--- config.mk ---
export PLATFORM = sky130hd
export DESIGN_NAME = gate_bist
export DESIGN_NICKNAME = d
export VERILOG_FILES = /design/src/rtl/gate_bist_pkg.sv /design/src/rtl/gate_bist_golden.sv /design/src/rtl/gate_bist.sv
export SDC_FILE = /design/constraint.sdc
export NUM_CORES = 1
export LEC_CHECK = 0
export CORE_MARGIN = 3
export CORE_UTILIZATION = 41
export CTS_CLUSTER_SIZE = 12
export DETAILED_ROUTE_END_ITERATION = 10
export GPL_TIMING_DRIVEN = 1
export PLACE_DENSITY = 0.82
export SETUP_SLACK_MARGIN = 0.2
export SLEW_MARGIN = 20
export SYNTH_ARGS = -nofsm -noshare
export SYNTH_HDL_FRONTEND = slang
export SYNTH_SLANG_ARGS = --single-unit
--- constraint.sdc ---
create_clock -name clk -period 1.35 [get_ports clk]
set_input_delay 0.27 -clock clk [delete_from_list [all_inputs] [get_ports clk]]
set_output_delay 0.27 -clock clk [all_outputs]
set_load 0.01 [all_outputs]
--- src/rtl/gate_bist_pkg.sv ---
// Shared encodings and the golden truth table for the two-input gate BIST.
package gate_bist_pkg;

    localparam logic [2:0] OP_AND  = 3'd0;
    localparam logic [2:0] OP_OR   = 3'd1;
    localparam logic [2:0] OP_NAND = 3'd2;
    localparam logic [2:0] OP_NOR  = 3'd3;
    localparam logic [2:0] OP_XOR  = 3'd4;
    localparam logic [2:0] OP_XNOR = 3'd5;

    localparam int unsigned NUM_PATTERNS = 4;

    typedef enum logic [1:0] {
        ST_IDLE   = 2'd0,
        ST_SETTLE = 2'd1,
        ST_CHECK  = 2'd2,
        ST_DONE   = 2'd3
    } state_t;

    function automatic logic golden(input logic [2:0] op, input logic a, input logic b);
        logic y;
        case (op)
            OP_AND:  y = a & b;
            OP_OR:   y = a | b;
            OP_NAND: y = ~(a & b);
            OP_NOR:  y = ~(a | b);
            OP_XOR:  y = a ^ b;
            OP_XNOR: y = ~(a ^ b);
            default: y = 1'b0;
        endcase
        return y;
    endfunction

    // Counter width that never collapses to zero bits for a count of one.
    function automatic int unsigned cnt_width(input int unsigned n);
        return (n > 1) ? $clog2(n) : 1;
    endfunction

endpackage

--- src/rtl/gate_bist_golden.sv ---
// Combinational truth-table lookup giving the expected gate output for (op, a, b).
module gate_bist_golden
    import gate_bist_pkg::*;
(
    input  logic [2:0] op,
    input  logic       a,
    input  logic       b,
    output logic       y_exp
);

    assign y_exp = golden(op, a, b);

endmodule

--- src/rtl/gate_bist.sv ---
// BIST sequencer: sweeps a/b through 00,01,10,11, checks y against the golden table.
// Optional first-mismatch capture enabled by GATE_BIST_FAIL_CAPTURE_EN.
//
// state  | meaning
// IDLE   | waiting for start
// SETTLE | pattern held on dut_a/dut_b while the gate output settles
// CHECK  | dut_y compared with the golden value, advance pattern/pass
// DONE   | one-cycle done pulse, pass/fail_count valid
module gate_bist
    import gate_bist_pkg::*;
#(
    parameter int unsigned GATE_OP       = 2,
    parameter int unsigned NUM_PASSES    = 1,
    parameter int unsigned SETTLE_CYCLES = 1,
    localparam int unsigned FCW = $clog2(4 * NUM_PASSES + 1)
) (
    input  logic           clk,
    input  logic           rst,
    input  logic           start,
    output logic           dut_a,
    output logic           dut_b,
    input  logic           dut_y,
    output logic           busy,
    output logic           done,
    output logic           pass,
    output logic [FCW-1:0] fail_count,
    output logic [2:0]     first_fail
);

    localparam int unsigned SCW = cnt_width(SETTLE_CYCLES);
    localparam int unsigned PIW = cnt_width(NUM_PASSES);

    state_t         state_q;
    state_t         state_d;
    logic [1:0]     pat_q;
    logic [PIW-1:0] pidx_q;
    logic [SCW-1:0] settle_q;
    logic [FCW-1:0] fail_q;
    logic           busy_q;
    logic           done_q;
    logic           pass_q;

    logic y_exp;
    logic mismatch;
    logic settle_last;
    logic sweep_last;
    logic accept;

    gate_bist_golden u_golden (
        .op    (3'(GATE_OP)),
        .a     (pat_q[1]),
        .b     (pat_q[0]),
        .y_exp (y_exp)
    );

    assign accept      = (state_q == ST_IDLE) && start;
    assign mismatch    = (state_q == ST_CHECK) && (dut_y != y_exp);
    assign settle_last = (settle_q == SCW'(SETTLE_CYCLES - 1));
    assign sweep_last  = (pat_q == 2'd3) && (pidx_q == PIW'(NUM_PASSES - 1));

    always_ff @(posedge clk) begin
        if (rst) begin
            state_q <= ST_IDLE;
        end else begin
            state_q <= state_d;
        end
    end

    always_comb begin
        state_d = state_q;
        case (state_q)
            ST_IDLE:   if (start) state_d = ST_SETTLE;
            ST_SETTLE: if (settle_last) state_d = ST_CHECK;
            ST_CHECK:  state_d = sweep_last ? ST_DONE : ST_SETTLE;
            ST_DONE:   state_d = ST_IDLE;
            default:   state_d = ST_IDLE;
        endcase
    end

    always_ff @(posedge clk) begin
        if (rst) begin
            pat_q    <= 2'd0;
            pidx_q   <= '0;
            settle_q <= '0;
            fail_q   <= '0;
            busy_q   <= 1'b0;
            done_q   <= 1'b0;
            pass_q   <= 1'b0;
        end else begin
            done_q <= 1'b0;
            case (state_q)
                ST_IDLE: begin
                    if (start) begin
                        pat_q    <= 2'd0;
                        pidx_q   <= '0;
                        settle_q <= '0;
                        fail_q   <= '0;
                        pass_q   <= 1'b0;
                        busy_q   <= 1'b1;
                    end
                end
                ST_SETTLE: begin
                    if (!settle_last) settle_q <= settle_q + SCW'(1);
                end
                ST_CHECK: begin
                    if (mismatch) fail_q <= fail_q + FCW'(1);
                    if (sweep_last) begin
                        // pass must include this final comparison, not just the registered count
                        pass_q <= (fail_q == '0) && !mismatch;
                        done_q <= 1'b1;
                        busy_q <= 1'b0;
                        pat_q  <= 2'd0;
                        pidx_q <= '0;
                    end else begin
                        pat_q    <= pat_q + 2'd1;
                        settle_q <= '0;
                        if (pat_q == 2'd3) pidx_q <= pidx_q + PIW'(1);
                    end
                end
                default: ;
            endcase
        end
    end

    assign dut_a      = pat_q[1];
    assign dut_b      = pat_q[0];
    assign busy       = busy_q;
    assign done       = done_q;
    assign pass       = pass_q;
    assign fail_count = fail_q;

`ifdef GATE_BIST_FAIL_CAPTURE_EN
    logic [2:0] first_fail_q;

    always_ff @(posedge clk) begin
        if (rst) begin
            first_fail_q <= 3'b000;
        end else if (accept) begin
            first_fail_q <= 3'b000;
        end else if (mismatch && !first_fail_q[2]) begin
            first_fail_q <= {1'b1, pat_q};
        end
    end

    assign first_fail = first_fail_q;
`else
    assign first_fail = 3'b000;
`endif

endmodule

Yosys cells after proc, flatten, opt, wreduce, memory -nomap -nowiden
Index checks and enable logic that the tools add are counted.

storage, ports and cells
  word-level logic and storage cells = 65
  bits in registers = 12

cells by class
  bitwise operators = 4
  eq/ne operators = 11
  mux-type cells = 23
  reduce and logical (&&, ||, !) cells = 15
  $add $sub $neg = 4

operators with widths
  operator                                                                count
  3-bit AND reduction                                                     4
  2-bit two-way mux                                                       5
  2-bit != test (second input constant)                                   5
  1-bit two-way mux                                                       9
  2-bit case mux with 4 select lines                                      1
  2-bit equality test (second input constant)                             3
  3-bit two-way mux                                                       2
  1-bit case mux with 2 select lines                                      3
  3-bit case mux with 2 select lines                                      1
  2-bit case mux with 2 select lines                                      1
  2-bit AND reduction                                                     2
  3-bit by 1-bit adder with 3-bit output (second input constant)          1
  1-bit logical AND                                                       3
  3-bit zero test                                                         1
  3-bit by 2-bit != test with 1-bit output (second input constant)        1
  1-bit NOT                                                               3
  1-bit case mux with 3 select lines                                      1
  3-bit nonzero test                                                      1
  1-bit adder (second input constant)                                     2
  2-bit by 1-bit adder with 2-bit output (second input constant)          1
  2-bit by 1-bit equality test with 1-bit output (second input constant)  1
  2-bit zero test                                                         1
  2-bit nonzero test                                                      1
  2-bit OR reduction                                                      1
  3 further kinds                                                         3

Longest topological paths before layout
Gate-level depths: netlist (run 1).

  depth in word-level cells = 8
  gate-level depth with buffers = 5
  mapped depth without buffers = 5

By module
A second synthesis (run 1) with hierarchy kept.

unflattened totals
  cell total of the unflattened synthesis = 74
  area total of the unflattened synthesis = 616.8 µm²

by module, submodules not included
  module            times used  cells each  area an instance (µm²)
  gate_bist         1           64          540.5
  gate_bist_golden  1           10          76.3

Worst setup path before layout (run 1)
No wires, ideal clock.

  path kind = reg2reg
  start point = register pat_q[1]
  end point = register fail_q[0] (netlist: fail_count[0])
  slack = -0.025 ns
  cell stages (with the launch flop) = 5
  setup time = 0.122 ns
  arrival time = 1.253 ns
  cell sequence = dfxtp_1 -> ha_1 -> xnor2_1 -> mux2i_1 -> o21ai_0

between the ends
  word-level cells in the longest chain between the ends = 6

RTL lines
  item                           RTL line             source
  start, declared                gate_bist.sv:35      logic [1:0] pat_q;
  start signal, assigned         gate_bist.sv:115     pat_q <= pat_q + 2'd1;
  1-bit AND                      gate_bist_pkg.sv:25  OP_NAND: y = ~(a & b);
  1-bit NOT                      gate_bist_pkg.sv:25
  1-bit != test                  gate_bist.sv:57      assign mismatch = (state_q == ST_CHECK) && (dut_y != y_exp);
  1-bit logical AND              gate_bist.sv:57
  2-bit != test (no line)        n/a
  3-bit AND reduction (no line)  n/a
  end signal, assigned           gate_bist.sv:106     if (mismatch) fail_q <= fail_q + FCW'(1);
  end, declared                  gate_bist.sv:38      logic [FCW-1:0] fail_q;

No other way between the ends.
A chain may end at the register's enable or synchronous reset.

Worst setup path in the final report (run 1)
  start point = input dut_y
  end point = register fail_q[2] (netlist: fail_count[2])

between the ends
  word-level cells in the longest chain between the ends = 4

RTL lines
  item                           RTL line         source
  start, declared                gate_bist.sv:22  input logic dut_y,
  1-bit != test                  gate_bist.sv:57
  1-bit logical AND              gate_bist.sv:57
  2-bit != test (no line)        n/a
  3-bit AND reduction (no line)  n/a

No other way between the ends.

==> impl_metrics.json, run 1 <==
{
  "yosysUniqueCellTypes": 28,
  "finalHoldViolations": 0,
  "fill_cells": 107,
  "min_period_over_period_pct": 98.1,
  "ios": 15,
  "fin_ws_ns": 0.0255,
  "whs_ns": 0.484,
  "leakage_uw": 0.000339,
  "final_common_cell": "buf_4",
  "num_rows": 12,
  "required_ns": 1.55,
  "wl_per_cell_um": 12.4,
  "power_frac_comb_pct": 15.6,
  "start_util_pct": 47.5,
  "synth.cell_area_um2": 578,
  "fmax_mhz": 755,
  "core_area_um2": 1220,
  "hpwl_um": 944,
  "num_vias": 491,
  "intPower_uw": 497,
  "cts_inserted_buffers": 3,
  "pre_cts_ws_ns": -0.318,
  "rsz0062_at_grt": "yes",
  "irDropWorstVdd_v": 0.000667,
  "io_buffers": 11,
  "crit_type": "in -> reg",
  "worstSkewPairLatency_ns": 0.26,
  "first_pass_iters": 4,
  "swShare_pct": 24.2,
  "crit_path_max_fanout": 3,
  "antenna_found_initial": 0,
  "ys_ff_latch": 11,
  "hp-class": "reg -> reg",
  "min_period_ns": 1.32,
  "die-area_um2": 1900,
  "diodes": 0,
  "yosys_warnings": 0,
  "area_growth_pct": 38.3,
  "grt_pass1_wl_um": 2060,
  "grtUsageTotal_pct": 14.6,
  "ys_async_sr_fraction_pct": 0,
  "wl_um": 1210,
  "cts_tree": "yes",
  "slew_viol_final": 0,
  "ant_nets": 0,
  "post_synth.cell_area_avg_um2": 9.48,
  "seq_area_frac_synth_pct": 38.1,
  "r2r_setup_slack_ns": 0.04,
  "grt_pass1_vias": 495,
  "vias_per_cell": 5.06,
  "clkTransAtPathRegs_ns": 0.06,
  "cp-start-kind": "input pin",
  "cts_buffer_depth": 2,
  "cap_viol_max_count": 0,
  "grt_max_degree": 9,
  "mostFrequentLayoutCells": "buf_4 (9), nand2b_1 (5), nor2_1 (5), dfxtp_1 (5), clkbuf_2 (5)",
  "seqPwrFrac_pct": 51.6,
  "synth_edf_count": 0,
  "routabilityCongestion": 0.789,
  "drc": 0,
  "cp-end-kind": "register",
  "fp.dieH_um": 43.6,
  "cts-root-buf": "clkbuf_4",
  "htree_levels": 1,
  "regArea_um2": 235,
  "p_sw_uw": 159,
  "clock_skew_ns": 0.00182,
  "finalSetupTns_ns": 0,
  "ys.flop_type": "dfxtp_1",
  "power.density_nw_per_um2": 820,
  "setup-violations-final": 0,
  "first_iter_violations": 10,
  "power_frac_clock_pct": 32.8,
  "hold_buffers": 0,
  "multi_input_area_um2": 363,
  "cp.arrival_ns": 1.53,
  "nets": 91,
  "die_x_um": 43.6,
  "status": "finished, final reports clean",
  "overflow": 0,
  "cts_sinks": 11,
  "drive_above_1_share_pct": 38.6,
  "synth_cells": 61
}
## cell type report
cell class / count / area share (%)
tap: 14 / 2.19
inverter: 3 / 1.41
timing repair buffer: 20 / 18.3
clock buffer: 4 / 3.29
multi-input combinational: 45 / 45.4
sequential: 11 / 29.4
## registers in the layout (all words and copies together), names as in the netlist
signal      cells
fail_count      3
pat_q           2
state_q         2
busy            1
done            1
pass            1
pidx_q          1
## kinds of logic (layout without fill, tap and decap cells)
| logic type | Yosys count | count (layout) | synth area share, % |
|---|---|---|---|
| and+or+nand+nor | 21 | 21 | 22.5 |
| adders and majority gates | 3 | 3 | 6.49 |
| xor gates and xnor gates | 2 | 2 | 3.03 |
| other | 1 | 3 | 0.649 |
| muxes | 2 | 2 | 3.46 |
| buffers and inverters | 7 | 27 | 6.49 |
| DFF | 11 | 11 | 38.1 |
| AOI/OAI and AO/OA | 14 | 14 | 19.3 |
## metal layers
metal,global-route usage (%),vias to the layer above,routed length (µm)
met5,0,-,0
met3,6.22,2,80
met1,15.5,227,504
met4,5.42,0,10
li1,-,249,-
met2,25.3,13,610
## power groups by stage
| stage | combinational [µW] | clock [µW] | sequential [µW] |
|---|---|---|---|
| 2_1_floorplan | 55.7 | 0 | 354 |
| 3_3_place_gp | 97.6 | 0 | 350 |
| 3_5_place_dp | 99.8 | 0 | 351 |
| 4_1_cts | 101 | 230 | 340 |
| 5_1_grt | 114 | 240 | 340 |
| 6_report | 102 | 215 | 338 |
## synthesized netlist by cell type (all sizes together) (2+ instances only)
| library cell | instances | area share [%] |
|---|---|---|
| dfxtp | 11 | 38 |
| nand3b | 2 | 2.6 |
| o21bai | 2 | 2.6 |
| a21oi | 5 | 4.3 |
| inv | 3 | 1.9 |
| nor2 | 5 | 3.2 |
| nand2b | 5 | 5.4 |
| mux2i | 2 | 3.5 |
| ha | 3 | 6.5 |
| nor2b | 2 | 2.2 |
| o21ai | 2 | 1.7 |
| buf | 3 | 3.9 |
## worst max-delay path, cell delays in order
cell and delay, ns:
clkdlybuf4s50_1 0.49, xor2_2 0.22, or4_4 0.42, a21oi_2 0.12
## stage by stage
step	cell area [µm²]	power [µW]	utilization, %	std cells
3_3_place_gp	777	448	63.9	91
4_1_cts	812	671	66.8	96
3_5_place_dp	777	451	63.9	91
6_report	800	655	65.7	97
2_1_floorplan	623	409	-	63
5_1_grt	800	693	65.7	97
## worst paths after layout
kind                  from       endpoint  depth (start not counted)
hold / removal      pidx_q         pidx_q                          1
setup reg to reg  pat_q[0]  fail_count[2]                          4
hold reg to reg     pidx_q         pidx_q                          1
setup / recovery     dut_y  fail_count[2]                          4
## repair_timing
action / 4_1_cts / 5_1_grt
setup buffers: 1 / 1
setup endpoints to repair: 14 / 13
gates resized for setup: 18 / 13
pin swaps: 4 / 3
(Power assumes the default switching activity.)
==> inputs of run 2 (changes only) <==
--- a/config.mk
+++ b/config.mk
@@ -7,7 +7,7 @@
 export LEC_CHECK = 0
 export CORE_MARGIN = 3
 export CORE_UTILIZATION = 41
-export CTS_CLUSTER_SIZE = 12
+export CTS_CLUSTER_SIZE = 25
 export DETAILED_ROUTE_END_ITERATION = 10
 export GPL_TIMING_DRIVEN = 1
 export PLACE_DENSITY = 0.82
==> results of run 2 <==
The final DEF is identical to that of run 1; final timing and power are the same.
==> variant, RTL diff (flow settings as in run 1) <==
Change the parameter `NUM_PASSES` from 1 to 2.
--- a/src/rtl/gate_bist.sv
+++ b/src/rtl/gate_bist.sv
@@ -12,3 +12,3 @@
     parameter int unsigned GATE_OP       = 2,
-    parameter int unsigned NUM_PASSES    = 1,
+    parameter int unsigned NUM_PASSES    = 2,
     parameter int unsigned SETTLE_CYCLES = 1,
Ports: changed (resized fail_count); port bits go from 15 to 16. The function was not compared with the original's and may differ.
==> variant against run 1 <==
Non-clock buffer count grew 7. Sequential cell count grew 1. Global-route usage grew 6.1 points. Area after synthesis grew 11%. Highest routed layer unchanged. Power grew 13%. Setup slack lost 0.067 ns. Wire length grew 36%. The run now ends with setup timing left. Design area grew 26%. Sequential share of layout area shrank 3.7 points.
==> variant: results (changes against run 1) <==
<table>
<tr><th>Metric</th><th>Value</th></tr>
<tr><th colspan="2">Outcome</th></tr>
<tr><td>Violated checks</td><td>setup timing</td></tr>
<tr><td>Result of the run</td><td>finished with violations</td></tr>
<tr><th colspan="2">STA</th></tr>
<tr><td>Final-report setup violation count</td><td>1 (+1)</td></tr>
<tr><td>Worst-case setup margin in the final layout</td><td>-0.04155 ns (-0.06705 ns)</td></tr>
<tr><td>Worst clock skew</td><td>0.001380 ns (-0.0004388 ns)</td></tr>
<tr><td>WHS</td><td>0.4898 ns (+0.005608 ns)</td></tr>
<tr><th colspan="2">Worst hold path</th></tr>
<tr><td>Kind of path behind the tightest hold check</td><td>in -&gt; reg</td></tr>
<tr><td>Hold Path Cell Cnt</td><td>4 (+3)</td></tr>
<tr><td>Hold path endpoint</td><td>state_q[0]</td></tr>
<tr><th colspan="2">Logic synthesis</th></tr>
<tr><td>Fraction of the yosys area taken by sequential cells</td><td>37.28% (-0.81 points)</td></tr>
<tr><td>Most frequent cells after synthesis</td><td>sky130_fd_sc_hd__dfxtp_1, sky130_fd_sc_hd__a21oi_1</td></tr>
<tr><th colspan="2">Setup path</th></tr>
<tr><td>Cell class contributing the biggest share of worst-path delay</td><td>simple AND/OR/NAND/NOR gates</td></tr>
<tr><td>Delay of the slowest cell on the worst path</td><td>0.47 ns (-0.02 ns)</td></tr>
<tr><td>R2R Path Start</td><td>fail_count[0]</td></tr>
<tr><td>Depth of the most critical reg-to-reg path</td><td>5 (+1)</td></tr>
<tr><td>Critical-path cell with the highest stage delay</td><td>sky130_fd_sc_hd__or4b_4</td></tr>
<tr><td>Endpoint of the worst-slack reg-to-reg timing path</td><td>pass</td></tr>
<tr><th colspan="2">Layout</th></tr>
<tr><td>Number of flip-flops in the largest register</td><td>4 (+1)</td></tr>
<tr><td>Final-stage net count</td><td>106 (+16%)</td></tr>
<tr><td>Ratio of cells with drive above 1 in the final layout</td><td>52.04% (+13 points)</td></tr>
<tr><th colspan="2">Global routing</th></tr>
<tr><td>Total track usage</td><td>20.66% (+6.1 points)</td></tr>
<tr><td>Via count of the first global-routing pass</td><td>692 (+40%)</td></tr>
<tr><td>Wire length of the first global-routing pass</td><td>3.056 mm (+49%)</td></tr>
<tr><th colspan="2">Pwr</th></tr>
<tr><td>Static power due to leakage</td><td>0.4178 nW (+23%)</td></tr>
<tr><th colspan="2">Placed design</th></tr>
<tr><td>Quantity of I/O buffers inserted on ports</td><td>12 (+1)</td></tr>
<tr><td>Placer Congestion</td><td>0.7664 (-2.9%)</td></tr>
<tr><td>HPWL reported at the end of detailed placement</td><td>1.063 mm (+13%)</td></tr>
<tr><th colspan="2">Route</th></tr>
<tr><td>Final wirelength</td><td>1.644 mm (+36%)</td></tr>
<tr><td>Via density per instance</td><td>5.363 (+5.9%)</td></tr>
</table>
==> variant: worst register-to-register path, delay by kind of cell (launching register included) <==
family	cells	cell delay (ns)
DFF	1	0.36
and+or+nand+nor	1	0.47
AOI/OAI and AO/OA	2	0.32
adders and majority gates	1	0.13
buffers and inverters	1	0.06
==> variant: what timing repair did <==
item                                    CTS  global route
cloned                                    0             0
setup buffers                             5             1
pin swaps                                 3             6
endpoints found under the setup margin   16            20
hold buffers                              0             0
resized for setup                        39            24
==> variant: worst max path at each step <==
stage | from | to | slack (ns) | cells past startpoint
2_1_floorplan | state_q[1] | pass | 0.02 | 4
3_3_place_gp | start | pass | -0.32 | 4
3_5_place_dp | start | pass | -0.34 | 4
4_1_cts | fail_count[0] | pass | -0.03 | 5
5_1_grt | fail_count[0] | pass | -0.09 | 5
6_report | fail_count[0] | pass | -0.04 | 5
==> variant: stage by stage <==
stage	cell area [µm²]	utilization, %	worst slack [ns]	std cells	setup TNS (ns)
after floorplan	694.4	-	0.02050	72	0
after global routing	1008	72.94	-0.08855	113	-0.1451
after global placement	863.3	62.44	-0.3166	103	-1.464
final	1008	72.94	-0.04155	113	-0.04155
after detailed placement	863.3	62.44	-0.3370	103	-1.629
after CTS	959.7	69.41	-0.02795	112	-0.02795
==> variant: cell families (layout without fill, tap and decap cells) <==
logic type	after synthesis	count (layout)	synth area share, %
flops	12	12	37.28
fa+ha+maj	3	3	5.826
xor+xnor	2	2	2.719
buf+inv	9	35	8.154
simple gates	24	24	23.11
other cells	1	3	0.5820
compound gates	19	19	22.33
==> variant: per-layer routing <==
layer / global-route usage, % / vias to the layer above / routed length (µm)
li1: - / 300 / -
met1: 23.32 / 281 / 695
met2: 33.70 / 20 / 802
met3: 8.300 / 5 / 116
met4: 9.357 / 0 / 29
met5: 0 / - / 0
==> variant: layout make-up <==
type | count | area, µm²
Clock inverter | 1 | 3.754
Sequential cell | 12 | 259.0
Multi-Input combinational cell | 51 | 454.2
Timing Repair Buffer | 27 | 235.2
Tap cell | 15 | 18.77
Inverter | 4 | 15.01
Clock buffer | 3 | 22.52
Fill cell | 95 | 374.1
==> variant: power by group through the flow <==
stage | Sequential [mW] | Combinational (mW) | Clock (mW)
2_1_floorplan | 0.380 | 0.0623 | 0
3_3_place_gp | 0.376 | 0.106 | 0
3_5_place_dp | 0.378 | 0.108 | 0
4_1_cts | 0.370 | 0.119 | 0.248
5_1_grt | 0.372 | 0.144 | 0.276
6_report | 0.370 | 0.132 | 0.241
